`config.mk`:
```
export PLATFORM = sky130hd
export DESIGN_NAME = otter_mem_arbiter
export DESIGN_NICKNAME = d
export VERILOG_FILES = /design/src/rtl/otter_mem_arbiter.sv
export SDC_FILE = /design/constraint.sdc
export NUM_CORES = 1
export LEC_CHECK = 0
export CORE_AREA = 2 2 122 124
export DETAILED_ROUTE_END_ITERATION = 8
export DIE_AREA = 0 0 124 126
export PLACE_DENSITY = 0.6
export SYNTH_ARGS = -nofsm -noshare
export SYNTH_HDL_FRONTEND = slang
export SYNTH_SLANG_ARGS = --single-unit
```
`constraint.sdc`:
```
create_clock -name CLK -period 2.83 [get_ports CLK]
set_input_delay 0.849 -clock CLK [delete_from_list [all_inputs] [get_ports CLK]]
set_output_delay 0.849 -clock CLK [all_outputs]
set_load 0.005 [all_outputs]
```
`src/rtl/otter_mem_arbiter.sv`:
```
// Port-2 data-memory arbiter: MEM stage (R0) vs. secondary master (R1).
// Optional build macro: OTTER_ARB_ROUND_ROBIN_EN (round-robin contention).
module otter_mem_arbiter #(
  parameter int LOCK_MAX   = 16,
  parameter int LOCK_CNT_W = 5
) (
  input  logic        CLK,
  input  logic        RST_N,
  input  logic        R0_REQ,
  input  logic        R0_WE,
  input  logic [31:0] R0_ADDR,
  input  logic [31:0] R0_WDATA,
  input  logic [1:0]  R0_SIZE,
  input  logic        R0_SIGN,
  input  logic        R1_REQ,
  input  logic        R1_WE,
  input  logic [31:0] R1_ADDR,
  input  logic [31:0] R1_WDATA,
  input  logic [1:0]  R1_SIZE,
  input  logic        R1_SIGN,
  input  logic        R1_LOCK,
  output logic        R0_GNT,
  output logic        R1_GNT,
  output logic        R0_RVALID,
  output logic        R1_RVALID,
  output logic [31:0] R0_RDATA,
  output logic [31:0] R1_RDATA,
  output logic        RESP_ERR,
  output logic        ERR_STICKY,
  output logic        MEM_READ2,
  output logic        MEM_WRITE2,
  output logic [31:0] MEM_ADDR2,
  output logic [31:0] MEM_DIN2,
  output logic [1:0]  MEM_SIZE,
  output logic        MEM_SIGN,
  input  logic [31:0] MEM_DOUT2,
  input  logic        MEM_ERR
);

  localparam logic [0:0] IDLE    = 1'b0;
  localparam logic [0:0] RD_RESP = 1'b1;
  localparam logic [LOCK_CNT_W-1:0] CNT_MAX = LOCK_CNT_W'(LOCK_MAX);

  logic [0:0]            state_q, state_d;
  logic                  owner_q, owner_d;
  logic                  err_q, err_d;
  logic                  sticky_q, sticky_d;
  logic                  lock_q, lock_d;
  logic [LOCK_CNT_W-1:0] cnt_q, cnt_d;

  logic req0, req1, lock_win, forced;
  logic g0, g1;

  // Requests are masked while reset is held so nothing reaches memory.
  assign req0     = R0_REQ & RST_N;
  assign req1     = R1_REQ & RST_N;
  assign lock_win = lock_q & R1_LOCK & req1 & (cnt_q < CNT_MAX);
  assign forced   = (cnt_q == CNT_MAX) & req0;

`ifdef OTTER_ARB_ROUND_ROBIN_EN
  logic last_q, last_d;

  // Remember the most recent winner (1 = R1).
  always_comb begin
    last_d = last_q;
    if (g1) last_d = 1'b1;
    else if (g0) last_d = 1'b0;
  end

  // last_q resets to R1 so R0 wins the first contention.
  always_ff @(posedge CLK or negedge RST_N) begin
    if (!RST_N) last_q <= 1'b1;
    else        last_q <= last_d;
  end
`endif

  // Grant selection: lock, forced R0 slot, then single/contention.
  always_comb begin
    g0 = 1'b0;
    g1 = 1'b0;
    if (lock_win) begin
      g1 = 1'b1;
    end else if (forced) begin
      g0 = 1'b1;
    end else begin
      unique case (1'b1)
        req0 && !req1: g0 = 1'b1;
        req1 && !req0: g1 = 1'b1;
        req0 && req1: begin
`ifdef OTTER_ARB_ROUND_ROBIN_EN
          g0 = last_q;
          g1 = !last_q;
`else
          g0 = 1'b1;
`endif
        end
        default: ;
      endcase
    end
  end

  assign R0_GNT = g0;
  assign R1_GNT = g1;

  // Memory port-2 command mirrors the winner; zero when idle.
  always_comb begin
    MEM_READ2  = 1'b0;
    MEM_WRITE2 = 1'b0;
    MEM_ADDR2  = '0;
    MEM_DIN2   = '0;
    MEM_SIZE   = '0;
    MEM_SIGN   = 1'b0;
    if (g0) begin
      MEM_READ2  = !R0_WE;
      MEM_WRITE2 = R0_WE;
      MEM_ADDR2  = R0_ADDR;
      MEM_DIN2   = R0_WDATA;
      MEM_SIZE   = R0_SIZE;
      MEM_SIGN   = R0_SIGN;
    end else if (g1) begin
      MEM_READ2  = !R1_WE;
      MEM_WRITE2 = R1_WE;
      MEM_ADDR2  = R1_ADDR;
      MEM_DIN2   = R1_WDATA;
      MEM_SIZE   = R1_SIZE;
      MEM_SIGN   = R1_SIGN;
    end
  end

  // Read tracking, error capture and lock bookkeeping.
  always_comb begin
    state_d  = IDLE;
    owner_d  = owner_q;
    err_d    = err_q;
    if (MEM_READ2) begin
      state_d = RD_RESP;
      owner_d = g1;
      err_d   = MEM_ERR;
    end
    sticky_d = sticky_q | (MEM_ERR & (g0 | g1));
    lock_d   = lock_q;
    cnt_d    = cnt_q;
    if (!R1_REQ || !R1_LOCK) begin
      lock_d = 1'b0;
      cnt_d  = '0;
    end else begin
      if (g1) lock_d = 1'b1;
      if (g0) cnt_d = '0;
      else if (g1 && cnt_q != CNT_MAX) cnt_d = cnt_q + 1'b1;
    end
  end

  // State registers; reset discards any outstanding read.
  always_ff @(posedge CLK or negedge RST_N) begin
    if (!RST_N) begin
      state_q  <= IDLE;
      owner_q  <= 1'b0;
      err_q    <= 1'b0;
      sticky_q <= 1'b0;
      lock_q   <= 1'b0;
      cnt_q    <= '0;
    end else begin
      state_q  <= state_d;
      owner_q  <= owner_d;
      err_q    <= err_d;
      sticky_q <= sticky_d;
      lock_q   <= lock_d;
      cnt_q    <= cnt_d;
    end
  end

  assign R0_RVALID  = (state_q == RD_RESP) & !owner_q;
  assign R1_RVALID  = (state_q == RD_RESP) & owner_q;
  assign R0_RDATA   = R0_RVALID ? MEM_DOUT2 : '0;
  assign R1_RDATA   = R1_RVALID ? MEM_DOUT2 : '0;
  assign RESP_ERR   = (state_q == RD_RESP) & err_q;
  assign ERR_STICKY = sticky_q;

endmodule

```
==> impl_metrics.py, run 1 <==
metrics = {
    "drt": {
        "drc": 0,
        "avgRoutedWirePerCell_um": 16.7,
        "drtIter0Drc": 74,
        "drt_wl_total_um": 12400,
        "num_vias": 3191,
        "viasPerCell": 4.29,
        "drtPass1Iterations": 4,
        "ant_nets": 0,
    },
    "yosys": {
        "synth_area_um2": 1650,
        "synth_warnings": 0,
        "postSynthCellCount": 211,
        "synth_fp_nets": 387,
        "avgSynthCellArea_um2": 7.80,
        "synth_seq_cells": 10,
        "ys_seq_area_share_pct": 15.2,
        "synth_cell_type_count": 30,
    },
    "timing": {
        "slew_violations": 0,
        "setup_tns_ps": -179,
        "rsz0062_at_grt": "yes",
        "fin_crit_ps": 2860,
        "max_freq_ghz": 0.349,
        "setup_viol": 21,
        "fin_ws_ps": -31.9,
        "hold_viol_final": 0,
        "slew_headroom_pct": 70.2,
        "fin_skew_ps": 0.956,
        "fin_crit_sh_pct": 101,
        "worstMarginPinSlew_ps": 444,
    },
    "floorplanning": {
        "die_h_um": 126,
        "die_width_um": 124,
        "coreArea_um2": 14300,
        "initial_core_util_pct": 11.5,
        "die_area_um2": 15600,
        "ios": 313,
        "rows": 44,
    },
    "grt": {
        "grt_pass1_wl_um": 17700,
        "grt_pass1_vias": 3310,
        "grt_util_all_layers_pct": 14.6,
        "grt_overflow_total": 0,
        "grt_max_degree": 35,
        "grt_antenna_before_repair": 0,
    },
    "final_layout": {
        "layout.area.seq_um2": 250,
        "finalInstanceArea_um2": 5460,
        "layout_commonest_cell": "clkdlybuf4s50_1",
        "antenna_cells": 0,
        "area_delta_synth_final_pct": 232,
        "fin_nets": 738,
        "multi_input_area_um2": 1290,
        "final_layout_size_suffix_gt1_share_pct": 23.0,
        "final_cells": 744,
        "final_cell_mix": "clkdlybuf4s50_1 (191), a22o_1 (67), buf_2 (48)",
        "fillers": 1424,
    },
    "power": {
        "leakage_uw": 0.00310,
        "power.density_nw_per_um2": 197,
        "ir_worst_vdd_mv": 0.246,
    },
    "setup_path": {
        "crit_chain": "buf_6 > nand3b_4 > a21o_1 > inv_4 > buf_12 > buf_16 > buf_4 > a22o_1 > buf_2",
        "cp_max_fo": 8,
        "reg2reg_slack_ps": 1060,
        "rr_worst_depth": 7,
        "cp-end-kind": "output port",
        "worstSetupPathType": "in -> out",
        "worstSetupStartpointType": "input port",
        "crit_arrival_ps": 2010,
        "reg2reg_to": "err_q",
        "slowest_delay_ps": 190,
        "crit-reg2reg-launch": "cnt_q[4]",
        "cp.required_ps": 1980,
        "cp_slowest_cell": "a22o_1",
    },
    "place": {
        "gp_congestion": 0.975,
        "post-place-ws_ps": -831,
        "hpwl_um": 9490,
        "placed_cell_area_um2": 5100,
        "dp.cells": 708,
        "portBuffers": 312,
    },
    "clocking": {
        "clk_latency_ps": 230,
        "clkSlewWorstSetupHoldPaths_ps": 40,
        "clock_tree.buffer_depth": 2,
        "numClockSinks": 10,
        "cts_tree": "yes",
        "postCtsHoldBufs": 0,
        "root_buffer": "clkbuf_16",
        "htreeDepth": 1,
        "cts_buffers": 3,
    },
    "min_path": {
        "hold_start": "ERR_STICKY",
        "hold_end": "ERR_STICKY",
        "hold_depth": 1,
        "hold_path.class": "reg -> reg",
    },
    "flow_run": {
        "cap_violations": 0,
    },
    "run_status": {
        "violations": "negative setup slack",
        "status": "finished with violations",
    },
}
==> synth_stat cells <==
library cell	n	area (um2)
a22o_1	67	587
and2_1	34	213
and3_1	33	206
clkbuf_1	18	67.6
dfrtp_1	10	250
inv_1	5	18.8
a21oi_1	4	20.0
nor2_1	4	15.0
buf_2	3	15.0
nand2_1	3	11.3
o21ai_0	3	15.0
a211oi_1	2	15.0
a21o_1	2	15.0
ha_1	2	25.0
inv_2	2	7.51
mux2i_1	2	20.0
nand3_1	2	10.0
nor2b_1	2	12.5
xnor2_1	2	17.5
a31o_2	1	8.76
buf_4	1	7.51
buf_6	1	11.3
mux2_1	1	11.3
nand2b_1	1	6.26
nand3b_4	1	20.0
nor4bb_1	1	10.0
o211ai_1	1	7.51
o21bai_1	1	7.51
o22ai_1	1	6.26
or4_1	1	7.51
==> cell families (layout without fill, tap and decap cells) <==
| kind of cell | Yosys count | after routing | synth area share (%) |
|---|---|---|---|
| adders and majority gates | 2 | 2 | 1.52 |
| DFF | 10 | 10 | 15.2 |
| AOI/OAI and AO/OA | 82 | 82 | 41.4 |
| buffers and inverters | 30 | 379 | 7.76 |
| xor gates and xnor gates | 2 | 2 | 1.06 |
| muxes | 3 | 3 | 1.90 |
| and+or+nand+nor | 82 | 82 | 31.1 |
==> flip-flops by register name, summed over array words and instances (netlist names) <==
register and flops:
cnt_q 5, owner_q 1, state_q 1, ERR_STICKY 1, err_q 1, lock_q 1
==> how the worst max path moves through the flow <==
stage | start | end | slack (ps) | depth (start not counted)
after floorplan | R0_REQ | MEM_ADDR2[0] | 300 | 5
after global placement | RST_N | MEM_DIN2[16] | -790 | 7
after detailed placement | RST_N | MEM_DIN2[30] | -830 | 7
after CTS | R0_REQ | MEM_ADDR2[12] | -30 | 9
after global routing | R0_REQ | MEM_DIN2[20] | -90 | 9
final | R1_LOCK | MEM_DIN2[17] | -30 | 9
==> worst max-delay path: cells and delay by family <==
family	cells	cell delay, ps
and+or+nand+nor	1	60
buffers and inverters	6	730
AOI/OAI and AO/OA	2	350
==> what timing repair did <==
item | CTS | global route
endpoints found under the setup margin | 86 | 92
cloned | 5 | 0
pin swaps | 18 | 1
resized for setup | 302 | 44
buffers inserted | 28 | 1
==> area by class of cell <==
class	instances	share of cell area, %
Timing Repair Buffer	369	65.4
Sequential cell	10	4.59
Multi-Input combinational cell	171	23.7
Tap cell	184	4.22
Clock buffer	3	1.38
Inverter	7	0.665
==> metrics by stage <==
stage | hold WS (ps) | total power (uW) | utilization [%]
after floorplan | 450 | 320 | -
after global placement | 453 | 818 | 35.6
after CTS | 480 | 1090 | 37.7
after global routing | 504 | 1140 | 38.1
after detailed placement | 467 | 822 | 35.6
final | 474 | 1080 | 38.1
==> metal layers <==
layer	vias to the layer above	part of all wire (%)	global-route usage [%]
met5	-	0	0
met4	0	0.52	1.72
met3	8	10	3.44
met2	212	52	28.3
met1	1456	37	16.2
li1	1515	-	-
==> power by group <==
| group | internal, uW | switching [uW] |
|---|---|---|
| sequential | 151 | 3.08 |
| clock | 183 | 64.0 |
| combinational | 449 | 226 |
No activity file was read; power rests on OpenSTA's default activity.
==> run 2: changes to the inputs <==
--- a/config.mk
+++ b/config.mk
@@ -5,6 +5,7 @@
 export SDC_FILE = /design/constraint.sdc
 export NUM_CORES = 1
 export LEC_CHECK = 0
+export CAP_MARGIN = 5
 export CORE_AREA = 2 2 122 124
 export DETAILED_ROUTE_END_ITERATION = 8
 export DIE_AREA = 0 0 124 126
==> constraint.sdc (replaced) <==
create_clock -name CLK -period 2.83 [get_ports CLK]
set_input_delay 0.849 -clock CLK [delete_from_list [all_inputs] [get_ports CLK]]
set_output_delay 0.849 -clock CLK [all_outputs]
set_load 0.05 [all_outputs]
==> run 2 against run 1 <==
Net effect: the flow still finishes with violations (negative setup slack); critical path depth down 1; core utilization increased by 11 points; sequential power barely moved; non-clock buffer count fell by 27; via count decreased by 3.8%; worst setup slack better by 9.8 ps; clock power increased by 14%; sequential cell count did not move; largest cell class unchanged; highest routed layer unchanged.
==> impl_metrics.py, run 2 (synthesis results as in run 1) <==
metrics = {
    "floorplanning": {
        "coreArea_um2": 14300,
        "initial_core_util_pct": 11.5,
        "die_h_um": 126,
        "ios": 313,
        "die_width_um": 124,
        "rows": 44,
        "die_area_um2": 15600,
    },
    "final_layout": {
        "regMostFlops": "cnt_q",
        "final_layout_size_suffix_gt1_share_pct": 40.6,
        "fin_nets": 711,
        "area_delta_synth_final_pct": 324,
        "fin_util_pct": 48.7,
        "layout_commonest_cell": "clkdlybuf4s50_1",
        "largest_reg_flops": 5,
        "fillers": 1279,
        "antenna_cells": 0,
        "final_cell_mix": "clkdlybuf4s50_1 (170), buf_12 (139), a22o_1 (34), and2_1 (34), and3_1 (33)",
    },
    "drt": {
        "ant_nets": 0,
        "drt_wl_total_um": 12600,
        "num_vias": 3070,
        "drtIter0Drc": 80,
        "viasPerCell": 4.28,
        "drtPass1Iterations": 4,
        "drc": 0,
        "avgRoutedWirePerCell_um": 17.5,
    },
    "timing": {
        "fin_crit_ps": 2850,
        "max_freq_ghz": 0.351,
        "setup_tns_ps": -143,
        "slew_headroom_pct": 67.2,
        "rsz0062_at_grt": "yes",
        "worstMarginPinSlew_ps": 490,
        "slew_violations": 0,
        "hold_viol_final": 0,
        "fin_skew_ps": 2.00,
        "fin_crit_sh_pct": 101,
        "setup_viol": 10,
        "fin_ws_ps": -22.0,
    },
    "setup_path": {
        "crit_chain": "buf_8 > nand3b_4 > a21o_1 > clkinv_4 > buf_6 > buf_16 > a22o_4 > buf_12",
        "cp_slowest_cell": "a22o_4",
        "cp.required_ps": 1980,
        "worstSetupStartpointType": "input port",
        "crit_arrival_ps": 2000,
        "worstSetupPathType": "in -> out",
        "slowest_delay_ps": 230,
        "cp_max_fo": 7,
        "cp-end-kind": "output port",
    },
    "flow_run": {
        "cap_violations": 0,
    },
    "place": {
        "post-place-ws_ps": -480,
        "hpwl_um": 10500,
        "portBuffers": 312,
        "gp_congestion": 0.875,
    },
    "run_status": {
        "status": "finished with violations",
        "violations": "negative setup slack",
    },
    "clocking": {
        "htreeDepth": 1,
        "clock_tree.buffer_depth": 2,
        "clkSlewWorstSetupHoldPaths_ps": 40,
        "numClockSinks": 10,
        "cts_tree": "yes",
        "postCtsHoldBufs": 0,
        "root_buffer": "clkbuf_16",
        "clk_latency_ps": 240,
        "cts_buffers": 3,
    },
    "grt": {
        "grt_overflow_total": 0,
        "grt_max_degree": 35,
        "grt_pass1_vias": 3255,
        "grt_util_all_layers_pct": 15.0,
        "grt_antenna_before_repair": 0,
        "grt_pass1_wl_um": 18100,
    },
    "power": {
        "power.density_nw_per_um2": 253,
        "ir_worst_vdd_mv": 0.180,
        "leakage_uw": 0.00300,
    },
    "min_path": {
        "hold_path.class": "reg -> reg",
    },
}
run 2: cell count changes in the layout (fill, tap and decap cells not counted), sizes merged:
cell           delta
clkdlybuf4s15    -10
dlygate4sd2      -20
buf              +63
inv               -2
clkinv            +2
dlymetal6s2s     -33
clkdlybuf4s50    -21
clkbuf            -5
run 2: final cells by class:
| class | count | area, um2 | area share [%] |
|---|---|---|---|
| Clock buffer | 4 | 88.8 | 1.27 |
| Inverter | 7 | 43.8 | 0.628 |
| Multi-Input combinational cell | 171 | 1530 | 21.9 |
| Sequential cell | 10 | 250 | 3.59 |
| Tap cell | 184 | 230 | 3.30 |
| Timing Repair Buffer | 342 | 4830 | 69.3 |
run 2: power breakdown:
part / total, uW / switching (uW) / leakage (uW) / internal [uW]
clock network: 281 / 68.0 / 0.0000442 / 213
registers: 154 / 3.58 / 0.000130 / 151
logic: 1330 / 624 / 0.00282 / 706
total: 1760 / 695 / 0.00300 / 1070
run 2: repair_timing:
| item | in CTS | in global routing |
|---|---|---|
| setup endpoints to repair | 71 | 41 |
| setup buffers | 4 | 1 |
| cloned | 4 | 0 |
| pin swaps | 6 | 9 |
| gates resized for setup | 52 | 16 |
run 2: metrics by stage:
stage	hold WS [ps]	cell area (um2)	total power (uW)	instances
after floorplan	450	1670	660	211
final	469	6970	1760	718
after global placement	449	6470	1410	707
after detailed placement	454	6470	1420	707
after global routing	501	6970	1830	718
after CTS	468	6920	1770	719
run 2: per-layer routing:
metal  share of wire (%)  global-route usage (%)  wire length [um]
met5                   0                       0                 0
met4                 2.8                    4.63               348
met3                  11                    4.53              1430
met2                  53                    28.6              6610
met1                  33                    15.4              4190
run 2: final timing paths:
| path | start | slack, ps | cells after the start | end |
|---|---|---|---|---|
| worst min-delay path | ERR_STICKY | 470 | 1 | ERR_STICKY |
| worst min register to register | ERR_STICKY | 470 | 1 | ERR_STICKY |
| min in group asynchronous | RST_N | 550 | 2 | ERR_STICKY |
| max in group asynchronous | RST_N | 2150 | 2 | cnt_q[2] |
| worst max-delay path | R1_LOCK | -20 | 8 | MEM_DIN2[22] |
| worst max register to register | cnt_q[4] | 1100 | 6 | err_q |
run 2: worst max-delay path, delay by kind of cell:
| family | cells | cell delay (ps) |
|---|---|---|
| AOI/OAI and AO/OA | 2 | 410 |
| and+or+nand+nor | 1 | 60 |
| buffers and inverters | 5 | 660 |
